===== config.mk =====
export PLATFORM = sky130hd
export DESIGN_NAME = tdm_demux4
export DESIGN_NICKNAME = d
export VERILOG_FILES = /design/src/rtl/tdm_demux4.sv
export SDC_FILE = /design/constraint.sdc
export NUM_CORES = 1
export LEC_CHECK = 0
export ABC_AREA = 1
export CAP_MARGIN = 5
export CELL_PAD_IN_SITES_DETAIL_PLACEMENT = 0
export CELL_PAD_IN_SITES_GLOBAL_PLACEMENT = 1
export CORE_MARGIN = 2
export CORE_UTILIZATION = 38
export CTS_BUF_LIST = sky130_fd_sc_hd__clkbuf_8
export CTS_CLUSTER_DIAMETER = 60
export DETAILED_ROUTE_END_ITERATION = 16
export MAX_ROUTING_LAYER = met4
export PLACE_DENSITY = 0.77
export SLEW_MARGIN = 40
export SYNTH_ARGS = -nofsm -noshare
export SYNTH_HDL_FRONTEND = slang
export SYNTH_SLANG_ARGS = --single-unit

===== constraint.sdc =====
create_clock -name clk -period 1.64 [get_ports clk]
set_input_delay 0.328 -clock clk [delete_from_list [all_inputs] [get_ports clk]]
set_output_delay 0.328 -clock clk [all_outputs]
set_load 0.02 [all_outputs]

===== src/rtl/tdm_demux4.sv =====
// Receive side of the four-slot TDM path: rebuilds a parallel frame from a
// sync-marked serial slot stream, tracking lock and flagging misplaced syncs.
module tdm_demux4 #(
    parameter int W        = 1,
    parameter int MISS_MAX = 2
) (
    input  logic           clk,
    input  logic           rst,
    input  logic [W-1:0]   din,
    input  logic           din_vld,
    input  logic           sync,
    input  logic           enbl,
    output logic [4*W-1:0] q,
    output logic           frame_vld,
    output logic [1:0]     slot,
    output logic           locked,
    output logic           sync_err
);

    typedef enum logic {
        HUNT   = 1'b0,
        LOCKED = 1'b1
    } state_t;

    state_t       state;
    state_t       state_nxt;
    logic [2:0]   miss_cnt;
    logic [2:0]   miss_nxt;
    logic [2:0]   miss_inc;
    logic         miss_limit;
    logic         accept;
    logic [W-1:0] shadow [3];

    logic         wr_en;
    logic [1:0]   wr_idx;
    logic [1:0]   slot_nxt;
    logic         frame_done;
    logic         err_nxt;

    assign accept     = enbl & din_vld;
    assign miss_inc   = miss_cnt + 3'd1;
    assign miss_limit = (miss_inc >= 3'(MISS_MAX));

    always_ff @(posedge clk or posedge rst) begin
        if (rst) begin
            state <= HUNT;
        end else begin
            state <= state_nxt;
        end
    end

    // Lock is only dropped by an unsynced slot-0 beat that exhausts the miss budget.
    always_comb begin
        state_nxt = state;
        if (accept) begin
            case (state)
                HUNT:    if (sync) state_nxt = LOCKED;
                LOCKED:  if (slot == 2'd0 && !sync && miss_limit) state_nxt = HUNT;
                default: state_nxt = HUNT;
            endcase
        end
    end

    always_comb begin
        wr_en      = 1'b0;
        wr_idx     = slot;
        slot_nxt   = slot;
        miss_nxt   = miss_cnt;
        frame_done = 1'b0;
        err_nxt    = 1'b0;
        if (accept) begin
            if (state == HUNT) begin
                if (sync) begin
                    wr_en    = 1'b1;
                    wr_idx   = 2'd0;
                    slot_nxt = 2'd1;
                    miss_nxt = 3'd0;
                end
            end else if (slot == 2'd0) begin
                if (sync) begin
                    wr_en    = 1'b1;
                    wr_idx   = 2'd0;
                    slot_nxt = 2'd1;
                    miss_nxt = 3'd0;
                end else if (miss_limit) begin
                    slot_nxt = 2'd0;
                    miss_nxt = 3'd0;
                end else begin
                    wr_en    = 1'b1;
                    wr_idx   = 2'd0;
                    slot_nxt = 2'd1;
                    miss_nxt = miss_inc;
                end
            end else if (sync) begin
                // Early sync: abandon the partial frame and restart at slot 0.
                err_nxt  = 1'b1;
                wr_en    = 1'b1;
                wr_idx   = 2'd0;
                slot_nxt = 2'd1;
                miss_nxt = 3'd0;
            end else begin
                wr_en      = 1'b1;
                wr_idx     = slot;
                slot_nxt   = slot + 2'd1;
                frame_done = (slot == 2'd3);
            end
        end
    end

    // Slot 3 never lands in the shadow; it goes straight into q with the others.
    always_ff @(posedge clk or posedge rst) begin
        if (rst) begin
            for (int i = 0; i < 3; i++) begin
                shadow[i] <= '0;
            end
            slot      <= 2'd0;
            miss_cnt  <= 3'd0;
            q         <= '0;
            frame_vld <= 1'b0;
            sync_err  <= 1'b0;
            locked    <= 1'b0;
        end else begin
            slot      <= slot_nxt;
            miss_cnt  <= miss_nxt;
            frame_vld <= frame_done;
            sync_err  <= err_nxt;
            locked    <= (state_nxt == LOCKED);
            if (wr_en && wr_idx != 2'd3) begin
                shadow[wr_idx] <= din;
            end
            if (frame_done) begin
                q <= {din, shadow[2], shadow[1], shadow[0]};
            end
        end
    end

endmodule


Word-level counts from Yosys, hierarchy flattened

Index checks and enable logic that the tools add are counted.

Flip-flop bits (word level): 15
Input bits: 6
Output and inout port bits: 9
Word-level logic and storage cells: 62

Add/sub/neg operators: 2
Order comparisons: 3
Equal/unequal tests: 2
Muxes and demuxes: 35
Bitwise operators: 3
Reductions and logical operators: 8

Operator list:

| operator              | number |
|---|---|
| $mux W2               | 10 |
| $mux W1               | 17 |
| $mux W3               | 5 |
| $logic_and A1 B1 Y1   | 4 |
| $add A3 B1 Y3 const B | 1 |
| $bwmux W3             | 1 |
| $ge A3 B2 Y1 const B  | 1 |
| $ge A3 B3 Y1 const B  | 1 |
| $lt A3 B1 Y1 const B  | 1 |
| $not A2 Y3            | 1 |
| $add A2 B1 Y2 const B | 1 |
| $demux W1 S2          | 1 |
| $eq A2 B2 Y1 const B  | 1 |
| $logic_not A2 Y1      | 1 |
| $ne A2 B2 Y1 const B  | 1 |
| $pmux W1 S2           | 1 |
| $reduce_and A2 Y1     | 1 |
| $reduce_bool A2 Y1    | 1 |
| $and A1 B1 Y1         | 1 |
| $logic_not A1 Y1      | 1 |
| $not A1 Y1            | 1 |

Logic depth before layout (Yosys ltp)

Gate-level depths: netlist (run 1).

Depth in word-level cells: 13
Depth in mapped cells: 11
Gate-level depth less buffers: 11

Least setup slack after synthesis (run 1)

No wires, ideal clock.

Path kind: register -> register
From: reg slot[1]
To: reg shadow[2] (netlist name)
Setup time: 116 ps
Arrival: 1422 ps
Required time: 1524 ps
Path slack: 101 ps
Cell stages (with the launch flop): 11
Path buffers: 0
Period minus slack after synthesis: 1539 ps
Path through: dfrtp_1 inv_1 ha_1 nand2_1 inv_1 nand4_1 nand2_1 nand2_1 nand2_1 nand3_1 nand2_1

Longest elaborated chain between the ends: 11
Elaborated cells between the ends (all ways): 19
Those cells by class: 2 x order compare; 1 x eq/ne; 12 x mux; 1 x bitwise; 3 x reduce/logical

Ends and longest elaborated chain:

| element                                                                   | RTL line | text |
|---|---|---|
| start: declaration                                                        | 15       | `output logic [1:0] slot,` |
| start signal: assignment                                                  | 123      | `slot <= slot_nxt;` |
| $mux W2                                                                   | 85       | `end else if (miss_limit) begin` |
| $mux W2                                                                   | 80       | `if (sync) begin` |
| $mux W2                                                                   | 79       | `end else if (slot == 2'd0) begin` |
| $mux W2                                                                   | 72       | `if (state == HUNT) begin` |
| $mux W2                                                                   | 71       | `if (accept) begin` |
| $not A2 Y3 (implied by the code)                                          | 129      | `shadow[wr_idx] <= din;` |
| $ge A3 B3 Y1 (implied by the code) / $lt A3 B1 Y1 (equally long branches) | 129      |  |
| $logic_and A1 B1 Y1 (implied by the code)                                 | 129      |  |
| $mux W1 (implied by the code)                                             | 129      |  |
| $demux W1 S2                                                              | 129      |  |
| $bwmux W3                                                                 | 129      |  |
| end signal: indexed assignment                                            | 129      |  |
| end: declaration                                                          | 32       | `logic [W-1:0] shadow [3];` |

Parallel ways exist; a longest one is shown, timed or not.
A chain may end at the register's enable or synchronous reset.

Worst setup path in the final report (run 1)

From: reg q[0]
To: out q[0]

RTL lines:

| element                  | RTL line | text |
|---|---|---|
| start: declaration       | 13       | `output logic [4*W-1:0] q,` |
| start signal: assignment | 132      | `q <= {din, shadow[2], shadow[1], shadow[0]};` |

No word-level cell between the ends.

==> flow_summary_export.csv, run 1 <==
group,metric,value,unit
outcome,status,"completed",
yosys,syn_inst,93,
layout,diodes,0,
die,die_w,49.07,um
worst_hold_path,min_path_type,"input pin to async pin",
setup_path,startpoint,"q[0]",
global_route,grt_overflow,0,
layout,drive_gt1_frac,0.1933,
sta,worst_pin_slew,0.2665,ns
placed_design,dpl-instance-area,991.0,um2
yosys,netlist_top_cells_count,"nand2_1 (31), dfrtp_1 (15), inv_1 (14)",
routing,dr.pass1.iters,4,
die,start_util,0.3976,
yosys,yosys.area_share.simple,0.3079,
clocking,cts_buffers,3,
yosys,synth_edf_count,0,
global_route,track_usage,0.1701,
layout,num-fill-cells,202,
yosys,syn_avg_cell_area,8.301,um2
placed_design,dp_worst_setup_slack,0.02896,ns
routing,ant_nets,0,
setup_path,crit_type,"flip-flop to primary output",
global_route,grt_first_pass_wirelength,3.036,mm
power_and_ir_drop,finalPower,1.346,mW
layout,regArea,375.4,um2
yosys,synth_compound_area_frac,0.05673,
yosys,syn-num-nets,103,
global_route,antenna_found_initial,0,
setup_path,cp_slowest_cell,"clkdlybuf4s50_1",
setup_path,cp_top_family,"buffers and inverters",
yosys,synth_top_area_frac,0.4862,
clocking,worstSkewPairLatency,0.25,ns
sta,period_share,0.9404,
die,dieArea,2408,um2
yosys,synth_area_leaders,"dfrtp_1 (49%), nand2_1 (15%), inv_1 (6.8%)",
routing,vias_per_cell,4.534,
clocking,htree_num_levels,1,
routing,wl,1.624,mm
sta,relSlewSlack,0.8217,
layout,fin_area,1060,um2
yosys,synth-seq-area-share,0.4862,
die,ios,15,
layout,multi_input_area,339.1,um2
setup_path,critPathBufInv,1,
yosys,synthFlopType,"dfrtp_1",
setup_path,cpPeakStageDelay,0.61,ns
power_and_ir_drop,internal_power,865.6,uW
sta,setup_violations,0,
power_and_ir_drop,seqPwrFrac,0.390,
yosys,synth_top_family_by_area,"simple AND/OR/NAND/NOR gates",
setup_path,crit_fanout,2,
power_and_ir_drop,ir_drop,0.0006776,V
sta,period_minus_slack,1.542,ns
clocking,ctsRootBufferMaster,"clkbuf_8",
yosys,ys_warn_count,0,
yosys,yosysMostFrequentCell,"nand2_1",
setup_path,path_cells,"clkdlybuf4s50_1",
yosys,ys_ff_latch,15,
placed_design,place_congestion,0.8260,
yosys,synthMuxAreaShare,0,
power_and_ir_drop,combPwrFrac,0.379,
setup_path,startpoint_type,"flip-flop",
die,die_h,49.07,um
global_route,first_global_vias,680,
layout,area_growth,37.28,%
sta,slew_viol_final,0,
power_and_ir_drop,p_clk_frac,0.231,
sta,fmax,0.6484,GHz
clocking,clock_path_buffers,2,
flow_run,cap_violations,0,
yosys,synth-async-reset-ratio,1.000,
clocking,postCtsHoldBufs,0,
die,rows,16,
power_and_ir_drop,p_sw,480.4,uW
die,core,1942,um2
clocking,cts_num_sinks,15,
routing,drtIter0Drc,10,
yosys,yosysUniqueCellTypes,18,
placed_design,io_buffers,14,
routing,drc,0,
yosys,synthXorXnorAreaFrac,0,
setup_path,r2r_start,"miss_cnt[0]",
power_and_ir_drop,pwr_density_cell,1270,nW/um2
clocking,clk_pin_slew,0.06,ns
placed_design,hpwlAfterDp,1.194,mm
yosys,synth_adder_area_share,0.06483,
sta,skew,0.003007,ns
routing,via_count,662,
setup_path,crit_required,1.31,ns
setup_path,worstPathArrival,1.21,ns
sta,holdWs,0.3711,ns
power_and_ir_drop,swShare,0.3569,
yosys,syn-cell-area,772.0,um2
sta,hold_violations,0,
setup_path,critPathCaptureType,"primary output",
yosys,synth_largest_area_cell,"dfrtp_1",
power_and_ir_drop,leakage,0.5640,nW
global_route,grt_start_max_net_pins,16,
clocking,tritoncts,"yes",
routing,wl_per_cell,11.12,um
layout,final_nets,130,
sta,fin_ws,0.09774,ns
==> power by group through the flow <==
stage                     registers (mW)  logic [mW]  clock network (mW)
after floorplan                    0.609       0.206                   0
after global placement             0.531       0.503                   0
after detailed placement           0.532       0.503                   0
after CTS                          0.527       0.496               0.318
after global routing               0.541       0.579               0.329
final                              0.525       0.510               0.311
==> cell usage in the layout (no fill, tap or decap), types with 3 or more instances in the layout <==
master,n
ha_1,3
inv_1,14
nor2_1,5
nand4_1,4
nand2_1,30
clkdlybuf4s50_1,11
nand3_1,4
clkbuf_8,3
dfrtp_1,15
buf_4,8
==> per-layer routing <==
metal	wire, um	global-route usage	vias up
met1	757	0.2249	304
met4	44	0.1000	0
met2	773	0.2432	9
li1	-	-	344
met5	0	-	-
met3	49	0.03067	5
==> state kept, by name (all words and copies together), names as in the netlist <==
register	flops
q	4
sync_err	1
frame_vld	1
shadow	3
miss_cnt	3
locked	1
slot	2
==> layout make-up <==
class,instances,share of cell area
Multi-Input combinational cell,61,0.3200
Timing Repair Buffer,22,0.1889
Sequential cell,15,0.3542
Inverter,17,0.06139
Clock buffer,3,0.03896
Tap cell,27,0.03188
Clock inverter,1,0.004723
==> metrics by stage <==
step / setup TNS (ns) / std cells / util
after CTS: 0 / 144 / 0.5329
after floorplan: 0 / 93 / -
after detailed placement: 0 / 140 / 0.5103
after global routing: -0.006892 / 146 / 0.5457
final: 0 / 146 / 0.5457
after global placement: 0 / 140 / 0.5103
==> path summary, 6_finish.rpt <==
| kind | end | slack (ns) | cells past startpoint |
|---|---|---|---|
| max in group asynchronous | q[2] | 1.09 | 3 |
| worst max-delay path | q[0] | 0.1 | 1 |
| min in group clk | q[1] | 0.47 | 2 |
| worst min register to register | q[1] | 0.47 | 2 |
| worst max register to register | shadow[2] | 0.12 | 10 |
| worst min-delay path | locked | 0.37 | 3 |
==> cell families after synthesis <==
group	Yosys count
adder cells (fa/ha/maj)	4
AO/OA/AOI/OAI	6
AND/OR/NAND/NOR	51
flip-flops	15
buffers and inverters	17
==> what timing repair did <==
| item | 4_1_cts | 5_1_grt |
|---|---|---|
| gates resized for setup | 2 | 4 |
| pin swaps | 0 | 1 |
| endpoints found under the setup margin | 2 | 4 |
| buffers inserted | 0 | 2 |
(Power assumes the default switching activity.)
==> inputs of run 2 (changes only) <==
--- a/config.mk
+++ b/config.mk
@@ -14,9 +14,9 @@
 export CTS_BUF_LIST = sky130_fd_sc_hd__clkbuf_8
 export CTS_CLUSTER_DIAMETER = 60
 export DETAILED_ROUTE_END_ITERATION = 16
-export MAX_ROUTING_LAYER = met4
 export PLACE_DENSITY = 0.77
 export SLEW_MARGIN = 40
 export SYNTH_ARGS = -nofsm -noshare
 export SYNTH_HDL_FRONTEND = slang
 export SYNTH_SLANG_ARGS = --single-unit
+export TNS_END_PERCENT = 100
==> run 2 against run 1 <==
Final cell count unchanged. Power is essentially flat. Routed wire length unchanged. Clock power hardly changed. Final area is the same. Via count up 2.7%. Non-clock buffer count unchanged. Register-to-register slack is essentially flat.
==> flow_summary_export.csv, run 2 (synthesized netlist as in run 1, its figures left out) <==
group,metric,value,unit
clocking,htree_num_levels,1,
power_and_ir_drop,leakage,0.5640,nW
die,core,1942,um2
placed_design,io_buffers,14,
global_route,grt_first_pass_wirelength,3.036,mm
layout,largest_reg_flops,4,
die,die_h,49.07,um
power_and_ir_drop,seqPwrFrac,0.391,
clocking,clock_path_buffers,2,
routing,wl_per_cell,11.12,um
power_and_ir_drop,pwr_density_cell,1269,nW/um2
layout,num-fill-cells,202,
sta,hold_violations,0,
clocking,tritoncts,"yes",
setup_path,cp_slowest_cell,"clkdlybuf4s50_1",
global_route,first_global_vias,680,
placed_design,place_congestion,0.8139,
clocking,cts_buffers,3,
power_and_ir_drop,p_clk_frac,0.231,
layout,final_common_cell,"nand2_1",
setup_path,crit_required,1.31,ns
power_and_ir_drop,internal_power,865.5,uW
global_route,grt_start_max_net_pins,16,
die,die_w,49.07,um
routing,wl,1.624,mm
layout,top_register,"q",
worst_hold_path,min_path_type,"input pin to async pin",
sta,worst_pin_slew,0.2755,ns
global_route,track_usage,0.1655,
placed_design,hpwlAfterDp,1.194,mm
sta,fmax,0.6491,GHz
setup_path,worstPathArrival,1.21,ns
routing,drtIter0Drc,10,
setup_path,path_cells,"clkdlybuf4s50_1",
global_route,antenna_found_initial,0,
routing,vias_per_cell,4.658,
setup_path,startpoint_type,"flip-flop",
layout,top_regs,"q x4, miss_cnt x3, shadow x3",
sta,setup_violations,0,
sta,period_minus_slack,1.541,ns
layout,area_growth,37.28,%
sta,holdWs,0.3714,ns
layout,drive_gt1_frac,0.1933,
power_and_ir_drop,ir_drop,0.0006777,V
power_and_ir_drop,combPwrFrac,0.379,
setup_path,crit_type,"flip-flop to primary output",
layout,layoutNonFillerInstCount,146,
flow_run,cap_violations,0,
routing,drc,0,
routing,ant_nets,0,
setup_path,cpPeakStageDelay,0.61,ns
placed_design,dpl.cell_count,140,
clocking,clk_pin_slew,0.07,ns
power_and_ir_drop,swShare,0.3565,
die,start_util,0.3976,
sta,skew,0.002912,ns
die,dieArea,2408,um2
clocking,worstSkewPairLatency,0.25,ns
setup_path,critPathCaptureType,"primary output",
routing,via_count,680,
routing,dr.pass1.iters,4,
placed_design,dp_worst_setup_slack,0.02896,ns
layout,final_util,0.5457,
setup_path,crit_fanout,2,
setup_path,critPathBufInv,1,
layout,layout_common_cells,"nand2_1 (30), dfrtp_1 (15), inv_1 (14), clkdlybuf4s50_1 (11), buf_4 (8)",
die,rows,16,
global_route,grt_overflow,0,
clocking,cts_num_sinks,15,
clocking,postCtsHoldBufs,0,
clocking,ctsRootBufferMaster,"clkbuf_8",
sta,slew_viol_final,0,
layout,diodes,0,
sta,fin_ws,0.09942,ns
outcome,status,"completed",
power_and_ir_drop,p_sw,479.5,uW
setup_path,cp_top_family,"buffers and inverters",
die,ios,15,
sta,relSlewSlack,0.8163,
layout,final_nets,130,
sta,period_share,0.9394,
## run 2: cell counts in the layout (fill, tap and decap cells not counted)
No cell type changed its count.
## run 2: metrics by stage
stage          instance area, um2  power, mW  setup TNS [ns]
5_1_grt                      1060      1.450       -0.006892
6_report                     1060      1.345               0
4_1_cts                      1035      1.342               0
3_5_place_dp                991.0      1.035               0
2_1_floorplan               772.0     0.8151               0
3_3_place_gp                991.0      1.034               0
## run 2: power groups by stage
stage / logic (mW) / registers, mW / clock network (mW)
after floorplan: 0.206 / 0.609 / 0
after global placement: 0.503 / 0.531 / 0
after detailed placement: 0.503 / 0.532 / 0
after CTS: 0.496 / 0.527 / 0.318
after global routing: 0.579 / 0.541 / 0.329
final: 0.510 / 0.525 / 0.310
## run 2: per-layer routing
layer	GRT usage	wire length [um]
met5	0	0
met4	0.1000	29
met3	0.03067	69
met2	0.2432	786
met1	0.2249	738
## run 2: layout make-up
type	count	area, um2	area share
tap	27	33.78	0.03188
inverter	17	65.06	0.06139
sequential	15	375.4	0.3542
clock inverter	1	5.005	0.004723
clock buffer	3	41.29	0.03896
timing repair buffer	22	200.2	0.1889
multi-input combinational	61	339.1	0.3200
## run 2: worst register-to-register path: stages (launching register included)
cell,delay [ns]
dfrtp_1,0.41
ha_1,0.29
inv_1,0.04
nor2_2,0.10
nand4_1,0.17
nand2_1,0.12
nand2_2,0.08
nand2_1,0.08
nand2_1,0.05
nand2_1,0.05
nand2_1,0.04
## run 2: what timing repair did
action | in CTS | in global routing
setup buffers | 0 | 2
endpoints found under the setup margin | 2 | 4
pin swaps | 0 | 1
hold endpoints to repair | 0 | 0
resized for setup | 2 | 4
## run 2: worst paths after layout
kind	from	endpoint	slack [ns]	depth (start not counted)
min reg2reg	shadow[1]	q[1]	0.47	2
min	rst	frame_vld	0.37	3
min in group clk	shadow[1]	q[1]	0.47	2
max	q[0]	q[0]	0.1	1
max reg2reg	miss_cnt[0]	shadow[2]	0.12	10
max in group asynchronous	rst	q[2]	1.09	3
==> inputs of run 3 (changes only) <==
--- a/config.mk
+++ b/config.mk
@@ -6,7 +6,6 @@
 export NUM_CORES = 1
 export LEC_CHECK = 0
 export ABC_AREA = 1
-export CAP_MARGIN = 5
 export CELL_PAD_IN_SITES_DETAIL_PLACEMENT = 0
 export CELL_PAD_IN_SITES_GLOBAL_PLACEMENT = 1
 export CORE_MARGIN = 2
@@ -15,7 +14,7 @@
 export CTS_CLUSTER_DIAMETER = 60
 export DETAILED_ROUTE_END_ITERATION = 16
 export PLACE_DENSITY = 0.77
-export SLEW_MARGIN = 40
+export SLEW_MARGIN = 20
 export SYNTH_ARGS = -nofsm -noshare
 export SYNTH_HDL_FRONTEND = slang
 export SYNTH_SLANG_ARGS = --single-unit
==> results of run 3 <==
No change in the layout: final DEF, timing and power equal those of run 2.
